File: config.mk
export PLATFORM = sky130hd
export DESIGN_NAME = wb_bus_arbiter
export DESIGN_NICKNAME = d
export VERILOG_FILES = /design/src/rtl/wb_bus_arbiter.sv
export SDC_FILE = /design/constraint.sdc
export NUM_CORES = 1
export LEC_CHECK = 0
export ABC_AREA = 0
export BUFFER_PORTS_ARGS = -buffer_cell sky130_fd_sc_hd__buf_2
export CORE_MARGIN = 8
export CORE_UTILIZATION = 50
export DETAILED_ROUTE_END_ITERATION = 8
export MAX_ROUTING_LAYER = met4
export PLACE_DENSITY = 0.74
export SETUP_SLACK_MARGIN = 0.5
export SLEW_MARGIN = 20
export SYNTH_ARGS = -nofsm -noshare
export SYNTH_HDL_FRONTEND = slang
export SYNTH_SLANG_ARGS = --single-unit
File: constraint.sdc
create_clock -name Clk -period 2.25 [get_ports Clk]
set_input_delay 0.3375 -clock Clk [delete_from_list [all_inputs] [get_ports Clk]]
set_output_delay 0.3375 -clock Clk [all_outputs]
set_load 0.005 [all_outputs]
File: src/rtl/wb_bus_arbiter.sv
// Round-robin arbiter for the shared 16-bit write-back bus.
// Registered one-hot grant and mux selects. Supports locked holds and a watchdog release.
module wb_bus_arbiter #(
   parameter int unsigned MAX_HOLD = 4,
   parameter int unsigned TIMEOUT  = 16
) (
   input  logic       Clk,
   input  logic       Reset,
   input  logic [3:0] Req,
   input  logic       Ack,
   input  logic       Lock,
   output logic [3:0] Grant,
   output logic       Sel1,
   output logic       Sel0,
   output logic       Busy,
   output logic       Timeout
);

   typedef enum logic {S_IDLE, S_GRANT} state_t;

   localparam logic [3:0] HOLD_LAST = 4'(MAX_HOLD - 1);
   localparam logic [4:0] WAIT_LAST = 5'(TIMEOUT - 1);

   state_t      state_q, state_n;
   logic [1:0]  ptr_q, ptr_n;
   logic [3:0]  hold_q, hold_n;
   logic [4:0]  wait_q, wait_n;
   logic [3:0]  grant_n;
   logic [1:0]  sel_n;
   logic        busy_n, timeout_n;
   logic [1:0]  owner;
   logic        release_bus;
   logic [2:0]  idle_pick, rel_pick;

   // Returns {found, index}: first requester at or after p, wrapping mod 4.
   function automatic logic [2:0] pick(input logic [3:0] req, input logic [1:0] p);
      logic       found;
      logic [1:0] idx, cand;
      found = 1'b0;
      idx   = '0;
      for (int unsigned i = 0; i < 4; i++) begin
         cand = p + 2'(i);
         if (!found && req[cand]) begin
            found = 1'b1;
            idx   = cand;
         end
      end
      return {found, idx};
   endfunction

   assign owner     = {Sel1, Sel0};
   assign idle_pick = pick(Req, ptr_q);
   assign rel_pick  = pick(Req, owner + 2'd1);

   always_comb begin
      state_n     = state_q;
      ptr_n       = ptr_q;
      hold_n      = hold_q;
      wait_n      = wait_q;
      grant_n     = Grant;
      sel_n       = owner;
      timeout_n   = 1'b0;
      release_bus = 1'b0;

      case (state_q)
         S_IDLE: begin
            if (idle_pick[2]) begin
               grant_n = 4'b0001 << idle_pick[1:0];
               sel_n   = idle_pick[1:0];
               hold_n  = '0;
               wait_n  = '0;
               state_n = S_GRANT;
            end
         end
         S_GRANT: begin
            if (Ack) begin
               if (Lock && Req[owner] && (hold_q < HOLD_LAST)) begin
                  hold_n = hold_q + 4'd1;
                  wait_n = '0;
               end else begin
                  release_bus = 1'b1;
               end
            end else if (!Req[owner]) begin
               release_bus = 1'b1;
            end else if (wait_q == WAIT_LAST) begin
               release_bus = 1'b1;
               timeout_n   = 1'b1;
            end else begin
               wait_n = wait_q + 5'd1;
            end
         end
         default: state_n = S_IDLE;
      endcase

      // Release re-arbitrates on the same edge from the slot after the old owner.
      if (release_bus) begin
         ptr_n  = owner + 2'd1;
         hold_n = '0;
         wait_n = '0;
         if (rel_pick[2]) begin
            grant_n = 4'b0001 << rel_pick[1:0];
            sel_n   = rel_pick[1:0];
            state_n = S_GRANT;
         end else begin
            grant_n = '0;
            state_n = S_IDLE;
         end
      end

      busy_n = (grant_n != 4'b0000);
   end

   always_ff @(posedge Clk or posedge Reset) begin
      if (Reset) begin
         state_q <= S_IDLE;
         ptr_q   <= '0;
         hold_q  <= '0;
         wait_q  <= '0;
         Grant   <= '0;
         Sel1    <= 1'b0;
         Sel0    <= 1'b0;
         Busy    <= 1'b0;
         Timeout <= 1'b0;
      end else begin
         state_q <= state_n;
         ptr_q   <= ptr_n;
         hold_q  <= hold_n;
         wait_q  <= wait_n;
         Grant   <= grant_n;
         Sel1    <= sel_n[1];
         Sel0    <= sel_n[0];
         Busy    <= busy_n;
         Timeout <= timeout_n;
      end
   end

endmodule

==> results.cfg, run 1 <==
[timing]
clock.fmax_mhz = 457.8
setup_viol = 0
timing.hold.ws_ps = 134.8
rsz0062_at_grt = true
fin_crit_ps = 2184
slew_viol_final = 0
setup_tns_ps = 0
hold_viol = 0
fin_crit_sh_pct = 97.09
max_slew_margin_pct = 50.15
worst_pin_slew_ps = 746.9
fin_skew_ps = 4.971

[global_routing]
grt_usage_pct = 14.09
antenna_found_initial = 0
grt_pass1_wl_mm = 4.560
grt-ovfl-total = 0
grt_pass1_vias = 1029
grt_max_degree = 21

[worst_setup_path]
worstRegToRegCells = 6
start_kind = flop
cp_num_cells = 6
critical_path_class = flop to flop
crit_slowest_cell = or4_1
reg2reg_from = ptr_q[1]
path_buf_inv = 0
path_delay_family = compound AO/OA/AOI/OAI gates
crit_arrival_ps = 2380
cp_slowest_stage_delay_ps = 500
critPathCaptureType = flop
r2r-end = Busy
cp_cell_sequence = and2b_2 > a21oi_2 > a221o_1 > o21a_1 > a32o_2 > or4_1
regToRegSetupSlack_ps = 70
crit_fanout = 5
worstPathRequired_ps = 2440

[logic_synthesis]
yosysWarnings = 0
syn_area_sq_um = 1160
synth_nets = 132
synth.avg_cell_area_sq_um = 9.586
synth_edf_count = 0
synthArstFlopShare_pct = 100.0
yosysUniqueCellTypes = 42
yosysSeqAreaShare_pct = 43.15
synth_cells = 121
yosys_register_bits = 20
ys.flop_type = dfrtp_1

[route]
drt-total-wl_mm = 2.859
drc = 0
first_pass_iters = 4
dr.first_iter.drc_count = 42
wl_per_cell_um = 15.21
postRouteAntennaNets = 0
viasPerCell = 5.777
vias = 1086

[finish]
stdcell_area_sq_um = 1594
stdcell_count = 188
n_antenna_cell = 0
finalNetCount = 172
filler_cell_count = 177
layout_commonest_cell = dfrtp_1
final_util_pct = 72.06
syn_to_final_growth_pct = 37.43
final_cell_mix = 19 x dfrtp_1, 18 x buf_4, 15 x buf_2, 11 x nand2_1
final_layout_size_suffix_gt1_share_pct = 46.25

[clocking]
path_clk_slew_ps = 120
numCtsBuffers = 3
cts_max_path_buffers = 2
clkLatencyLatePin_ps = 310
cts_tree = yes
htree_levels = 1
root_buffer = clkbuf_4
cts.sinks = 20

[floorplanning]
ioPinCount = 16
die-area_sq_um = 4117
core-area_sq_um = 2212
rows = 17
chipHeight_um = 64.17
die_x_um = 64.17
initial_core_util_pct = 52.43

[placed_design]
postPlaceCellArea_sq_um = 1315
port_buffers = 15
placed_cells = 167
gp_routability_congestion = 0.8978
hpwl_mm = 1.820

[job]
cap_violations = 0

[power_and_ir_drop]
clockPowerShare_pct = 16.1
pwr-share-comb_pct = 54.2
cellLeakagePower_nw = 0.7415
intPower_mw = 1.178
switching_power_mw = 0.6562
p_sw_share_pct = 35.78
ir_drop_mv = 0.9442
powerDensity_nw_per_um2 = 1150
power_frac_seq_pct = 29.7

[outcome]
status = completed

[hold_path]
hp-class = primary input to asynchronous set/reset pin
## area by class of cell
class	count	area [sq um]	share of cell area [%]
Clock buffer	3	22.52	1.413
Clock inverter	1	30.03	1.884
Inverter	10	37.54	2.355
Multi-Input combinational cell	86	669.4	41.99
Sequential cell	20	501.7	31.48
Tap cell	28	35.03	2.198
Timing Repair Buffer	40	297.8	18.68
## flip-flops by register name, summed over array words and instances (netlist names)
name and flops:
Busy 1, Timeout 1, hold_q 4, Sel1 1
ptr_q 2, wait_q 5, Sel0 1, state_q 1
Grant 4
## metrics by stage
stage | total power [mW] | setup slack (ps)
floorplan | 1.032 | 113.3
global placement | 1.207 | 84.97
detailed placement | 1.223 | 11.18
CTS | 1.653 | 95.27
global route | 1.943 | 2.816
finish | 1.834 | 65.55
## Yosys cell counts (all sizes together) (3+ instances only)
library cell,count,area share [%]
a21oi,8,3.5
buf,4,3.0
dfrtp,20,43
ha,3,3.2
inv,10,3.2
nand2,14,5.2
nand2b,5,2.7
nand3,4,1.7
nor2,8,2.6
o21a,3,1.9
o21ai,12,5.2
## power by group through the flow
stage               clock network, mW  logic (mW)  registers, mW
finish                          0.296       0.993          0.544
global route                    0.319        1.07          0.553
CTS                             0.293       0.824          0.535
detailed placement                  0       0.681          0.542
global placement                    0       0.664          0.543
floorplan                           0       0.498          0.534
## how the worst max path moves through the flow
stage / from / end / slack (ps)
global placement: wait_q[1] / Busy / 80
global route: wait_q[1] / Busy / 3
detailed placement: Req[1] / Busy / 10
finish: ptr_q[1] / Busy / 70
CTS: ptr_q[1] / Busy / 100
floorplan: Sel0 / Busy / 110
## timing repair
| action | 4_1_cts | 5_1_grt |
|---|---|---|
| hold buffers | 0 | 0 |
| pin swaps | 10 | 11 |
| setup buffers | 11 | 6 |
| setup endpoints to repair | 6 | 15 |
| resized for setup | 7 | 21 |
## layer usage
| metal | vias up | track usage, % | part of all wire, % |
|---|---|---|---|
| met5 | - | - | 0 |
| met4 | 0 | 3.815 | 0.87 |
| met3 | 4 | 4.530 | 5.7 |
| met2 | 34 | 21.83 | 47 |
| met1 | 529 | 17.27 | 46 |
| li1 | 519 | - | - |
## worst reg2reg max path, cell delays in order, from the launching register on
cell and delay (ps):
dfrtp_1 450, and2b_2 280, a21oi_2 40, a221o_1 390, o21a_1 200, a32o_2 220
or4_1 500
## cell families (layout without fill, tap and decap cells)
family / count (synthesis) / in the layout / share of synthesized area [%]
fa+ha+maj: 3 / 3 / 3.237
buf+inv: 15 / 54 / 6.580
compound gates: 39 / 39 / 24.38
mux: 2 / 2 / 2.805
xor+xnor: 2 / 2 / 1.511
simple gates: 40 / 40 / 18.34
flops: 20 / 20 / 43.15
(Power assumes the default switching activity.)
==> run 2, diff against run 1 <==
--- a/config.mk
+++ b/config.mk
@@ -8,10 +8,11 @@
 export ABC_AREA = 0
 export BUFFER_PORTS_ARGS = -buffer_cell sky130_fd_sc_hd__buf_2
 export CORE_MARGIN = 8
-export CORE_UTILIZATION = 50
+export CORE_UTILIZATION = 45
 export DETAILED_ROUTE_END_ITERATION = 8
+export GPL_TIMING_DRIVEN = 0
 export MAX_ROUTING_LAYER = met4
-export PLACE_DENSITY = 0.74
+export PLACE_DENSITY = 0.67
 export SETUP_SLACK_MARGIN = 0.5
 export SLEW_MARGIN = 20
 export SYNTH_ARGS = -nofsm -noshare
==> run 2 against run 1 <==
Highest routed layer unchanged. Non-clock buffer count decreased by 5. Clock power down 45%. Die area rose by 8.3%. Cell count shrank 2.1%. Critical path depth increased by 1. Sequential share of layout area grew 2.3 points. Total power decreased by 11%. Largest cell class unchanged. Largest power group unchanged. Critical endpoint unchanged. Final area is 6.7% lower.
==> results.cfg, run 2 (synthesized netlist as in run 1, its figures left out) <==
[outcome]
status = completed

[worst_setup_path]
start_kind = flop
crit_arrival_ps = 2420
crit_slowest_cell = mux4_2
crit_fanout = 7
cp_cell_sequence = buf_6 > mux4_2 > o211ai_2 > nand2_4 > buf_8 > a32o_2 > or4_1
critical_path_class = flop to flop
worstPathRequired_ps = 2430
critPathCaptureType = flop
regToRegSetupSlack_ps = 9
cp_slowest_stage_delay_ps = 530

[timing]
max_slew_margin_pct = 52.05
fin_skew_ps = 1.323
clock.fmax_mhz = 446.3
fin_crit_ps = 2241
hold_viol = 0
setup_viol = 0
setup_slack_ps = 9.193
slew_viol_final = 0
rsz0062_at_grt = true
setup_tns_ps = 0
worst_pin_slew_ps = 718.4
fin_crit_sh_pct = 99.59

[floorplanning]
ioPinCount = 16
chipHeight_um = 66.77
initial_core_util_pct = 47.25
core-area_sq_um = 2455
die_x_um = 66.77
rows = 18
die-area_sq_um = 4458

[global_routing]
grt_usage_pct = 12.98
grt_pass1_wl_mm = 4.443
grt-ovfl-total = 0
grt_max_degree = 21
antenna_found_initial = 0
grt_pass1_vias = 1011

[finish]
regMostFlops = wait_q
layout_commonest_cell = dfrtp_1
stdcell_count = 184
filler_cell_count = 210
syn_to_final_growth_pct = 28.26
finalNetCount = 167
n_antenna_cell = 0
largest_reg_flops = 5
final_layout_size_suffix_gt1_share_pct = 42.86
largestRegisters = wait_q (5), Grant (4), hold_q (4)
final_util_pct = 60.60
final_cell_mix = 18 x dfrtp_1, 16 x buf_4, 15 x buf_2, 10 x nand2_1, 8 x o21ai_1

[power_and_ir_drop]
p_sw_share_pct = 38.36
power_frac_seq_pct = 33.1
intPower_mw = 1.009
powerDensity_nw_per_um2 = 1100
switching_power_mw = 0.6279
pwr-share-comb_pct = 56.9
clockPowerShare_pct = 10.0
ir_drop_mv = 0.6315
cellLeakagePower_nw = 0.6798

[route]
postRouteAntennaNets = 0
vias = 1036
dr.first_iter.drc_count = 43
drc = 0
wl_per_cell_um = 14.74
first_pass_iters = 5
drt-total-wl_mm = 2.712
viasPerCell = 5.630

[clocking]
path_clk_slew_ps = 100
numCtsBuffers = 3
cts.sinks = 20
clkLatencyLatePin_ps = 300
cts_max_path_buffers = 2
root_buffer = clkbuf_4
cts_tree = yes
htree_levels = 1

[placed_design]
placed_cells = 165
port_buffers = 14
gp_routability_congestion = 0.8530
hpwl_mm = 1.796
pre_cts_ws_ps = -42.32

[hold_path]
hp-class = primary input to asynchronous set/reset pin

[job]
cap_violations = 0
[run 2: changes by cell type in the layout (fill, tap and decap cells not counted), sizes merged]
| cell | previous run | this run |
|---|---|---|
| buf | 40 | 34 |
| bufinv | 1 | 0 |
| clkbuf | 3 | 4 |
[run 2: power groups by stage]
stage	registers [mW]	clock network [mW]	logic (mW)
2_1_floorplan	0.534	0	0.498
3_3_place_gp	0.535	0	0.657
3_5_place_dp	0.539	0	0.675
4_1_cts	0.529	0.164	0.769
5_1_grt	0.558	0.182	1.03
6_report	0.542	0.163	0.932
[run 2: layer usage]
layer  up-vias  share of wire [%]  wire, um  track usage (%)
li1        503                  -         -                -
met1       506                 47      1277            16.15
met2        25                 48      1295            20.43
met3         2                4.8       131            3.691
met4         0               0.29         8            2.667
met5         -                  0         0                -
[run 2: final cells by class]
| type | count | area (sq um) | area share, % |
|---|---|---|---|
| Sequential cell | 20 | 503.0 | 33.81 |
| Buffer | 5 | 43.79 | 2.944 |
| Tap cell | 30 | 37.54 | 2.523 |
| Clock buffer | 3 | 22.52 | 1.514 |
| Inverter | 10 | 37.54 | 2.523 |
| Timing Repair Buffer | 30 | 193.9 | 13.04 |
| Multi-Input combinational cell | 86 | 649.4 | 43.65 |
[run 2: what timing repair did]
item	in CTS	in global routing
gates cloned	0	0
resized for setup	5	21
endpoints found under the hold margin	0	0
hold buffers	0	0
pin swaps	3	4
setup endpoints to repair	10	15
buffers inserted	8	8
[run 2: stage by stage]
step | area (sq um) | hold slack (ps) | power [mW]
after floorplan | 1184 | 301.3 | 1.032
after global placement | 1291 | 464.1 | 1.191
after detailed placement | 1291 | 470.6 | 1.214
after CTS | 1380 | 174.9 | 1.462
after global routing | 1488 | 207.6 | 1.770
final | 1488 | 138.1 | 1.637
[run 2: worst paths after layout]
check                                from         to  cells after the start
worst max-delay path                 Sel0       Busy                      7
worst min-delay path                Reset  wait_q[3]                      2
worst max register to register       Sel0       Busy                      7
worst min register to register  wait_q[4]  wait_q[4]                      2
max in group asynchronous           Reset   ptr_q[0]                      2
min in group Clk                      Ack    Timeout                      4
[run 2: worst max-delay path, delay by kind of cell, from the launching register on]
family | cells | cell delay [ps]
flops | 1 | 380
mux | 1 | 530
compound gates | 2 | 380
buf+inv | 2 | 260
simple gates | 2 | 570
==> run 3, diff against run 2 <==
==> constraint.sdc (replaced) <==
create_clock -name Clk -period 1.8 [get_ports Clk]
set_input_delay 0.27 -clock Clk [delete_from_list [all_inputs] [get_ports Clk]]
set_output_delay 0.27 -clock Clk [all_outputs]
set_load 0.005 [all_outputs]
==> run 3 against run 2 <==
The flow now finishes with violations (setup timing). Sequential power grew 24%. Non-clock buffer count grew 2. Utilization grew 3.0 points. Critical path type unchanged. Largest cell class unchanged. Largest power group unchanged. Highest routed layer unchanged.
==> results.cfg, run 3 (synthesized netlist as in run 1, its figures left out) <==
[worst_setup_path]
cp_slowest_stage_delay_ps = 510
regToRegSetupSlack_ps = -390
path_delay_family = compound AO/OA/AOI/OAI gates
worstPathRequired_ps = 1990
cp_num_cells = 6
cp_cell_sequence = and2b_2 > a21oi_2 > a221o_1 > o21a_1 > a32o_2 > or4_1
start_kind = flop
critPathCaptureType = flop
crit_arrival_ps = 2390
worstRegToRegCells = 6
critical_path_class = flop to flop
crit_slowest_cell = or4_1
crit_fanout = 5
path_buf_inv = 0

[finish]
syn_to_final_growth_pct = 34.52
largest_reg_flops = 5
filler_cell_count = 189
layout_commonest_cell = dfrtp_1
final_layout_size_suffix_gt1_share_pct = 45.22
seqCellArea_sq_um = 501.7
largestRegisters = wait_q (5), Grant (4), hold_q (4)
final_cell_mix = 19 x dfrtp_1, 17 x buf_4, 15 x buf_2, 11 x nand2_1, 8 x o21ai_1
final_util_pct = 63.56
stdcell_count = 187
stdcell_area_sq_um = 1560
finalNetCount = 169
regMostFlops = wait_q
n_antenna_cell = 0
multi_input_area_sq_um = 678.2

[clocking]
cts_max_path_buffers = 2
numCtsBuffers = 3
clkLatencyLatePin_ps = 310
cts_tree = yes
cts.sinks = 20
hold_buffers = 0
root_buffer = clkbuf_4
path_clk_slew_ps = 120
htree_levels = 1

[timing]
fin_crit_sh_pct = 121.8
slew_viol_final = 0
rsz0062_at_grt = true
clock.fmax_mhz = 456.0
timing.hold.ws_ps = 62.22
fin_skew_ps = 7.954
fin_crit_ps = 2193
setup_slack_ps = -393.0
max_slew_margin_pct = 50.39
worst_pin_slew_ps = 743.3
setup_viol = 6
hold_viol = 0

[placed_design]
postPlaceCellArea_sq_um = 1291
port_buffers = 14
hpwl_mm = 1.779
gp_routability_congestion = 0.8521
placed_cells = 165
pre_cts_ws_ps = -496.0

[floorplanning]
chipHeight_um = 66.77
die_x_um = 66.77
rows = 18
core-area_sq_um = 2455
ioPinCount = 16
initial_core_util_pct = 47.25
die-area_sq_um = 4458

[route]
wl_per_cell_um = 14.41
first_pass_iters = 4
drc = 0
dr.first_iter.drc_count = 28
postRouteAntennaNets = 0
vias = 1037
viasPerCell = 5.545
drt-total-wl_mm = 2.695

[global_routing]
grt_pass1_vias = 998
grt_usage_pct = 13.11
grt-ovfl-total = 0
antenna_found_initial = 0
grt_pass1_wl_mm = 4.485
grt_max_degree = 21

[power_and_ir_drop]
powerDensity_nw_per_um2 = 1442
ir_drop_mv = 1.101
cellLeakagePower_nw = 0.7144

[hold_path]
hp-class = primary input to asynchronous set/reset pin

[outcome]
failed_checks = setup timing
status = complete, but fails checks

[job]
cap_violations = 0
==> run 3: through the flow <==
step | setup TNS, ps | power, mW
after global routing | -1320 | 2.409
after CTS | -717.7 | 2.082
final | -781.8 | 2.250
after detailed placement | -1304 | 1.514
after global placement | -1193 | 1.490
after floorplan | -627.4 | 1.292
==> run 3: worst paths after layout <==
check	start	endpoint
max	ptr_q[1]	Busy
min	Reset	wait_q[4]
max reg2reg	ptr_q[1]	Busy
min reg2reg	hold_q[0]	hold_q[0]
max in group asynchronous	Reset	ptr_q[0]
min in group Clk	Ack	Timeout
==> run 3: routing by layer <==
layer | global-route usage, % | share of wire, % | vias up
met5 | - | 0 | -
met4 | 3.200 | 0.78 | 0
met3 | 2.852 | 3.0 | 2
met2 | 20.43 | 48 | 15
met1 | 16.80 | 48 | 510
li1 | - | - | 510
==> run 3: repair_timing <==
item	CTS	global route
pin swaps	6	11
resized for setup	14	13
setup buffers	11	7
endpoints found under the setup margin	19	19
==> run 3: final cells by class <==
class,count,area share (%)
multi-input combinational,86,43.46
inverter,10,2.406
timing repair buffer,32,13.63
buffer,5,2.566
tap,30,2.406
sequential,20,32.16
clock buffer,3,1.443
clock inverter,1,1.925
==> run 3: where the power goes <==
group	switching (mW)	internal, mW
registers	0.0956	0.578
clock network	0.147	0.225
logic	0.563	0.641
total	0.806	1.44
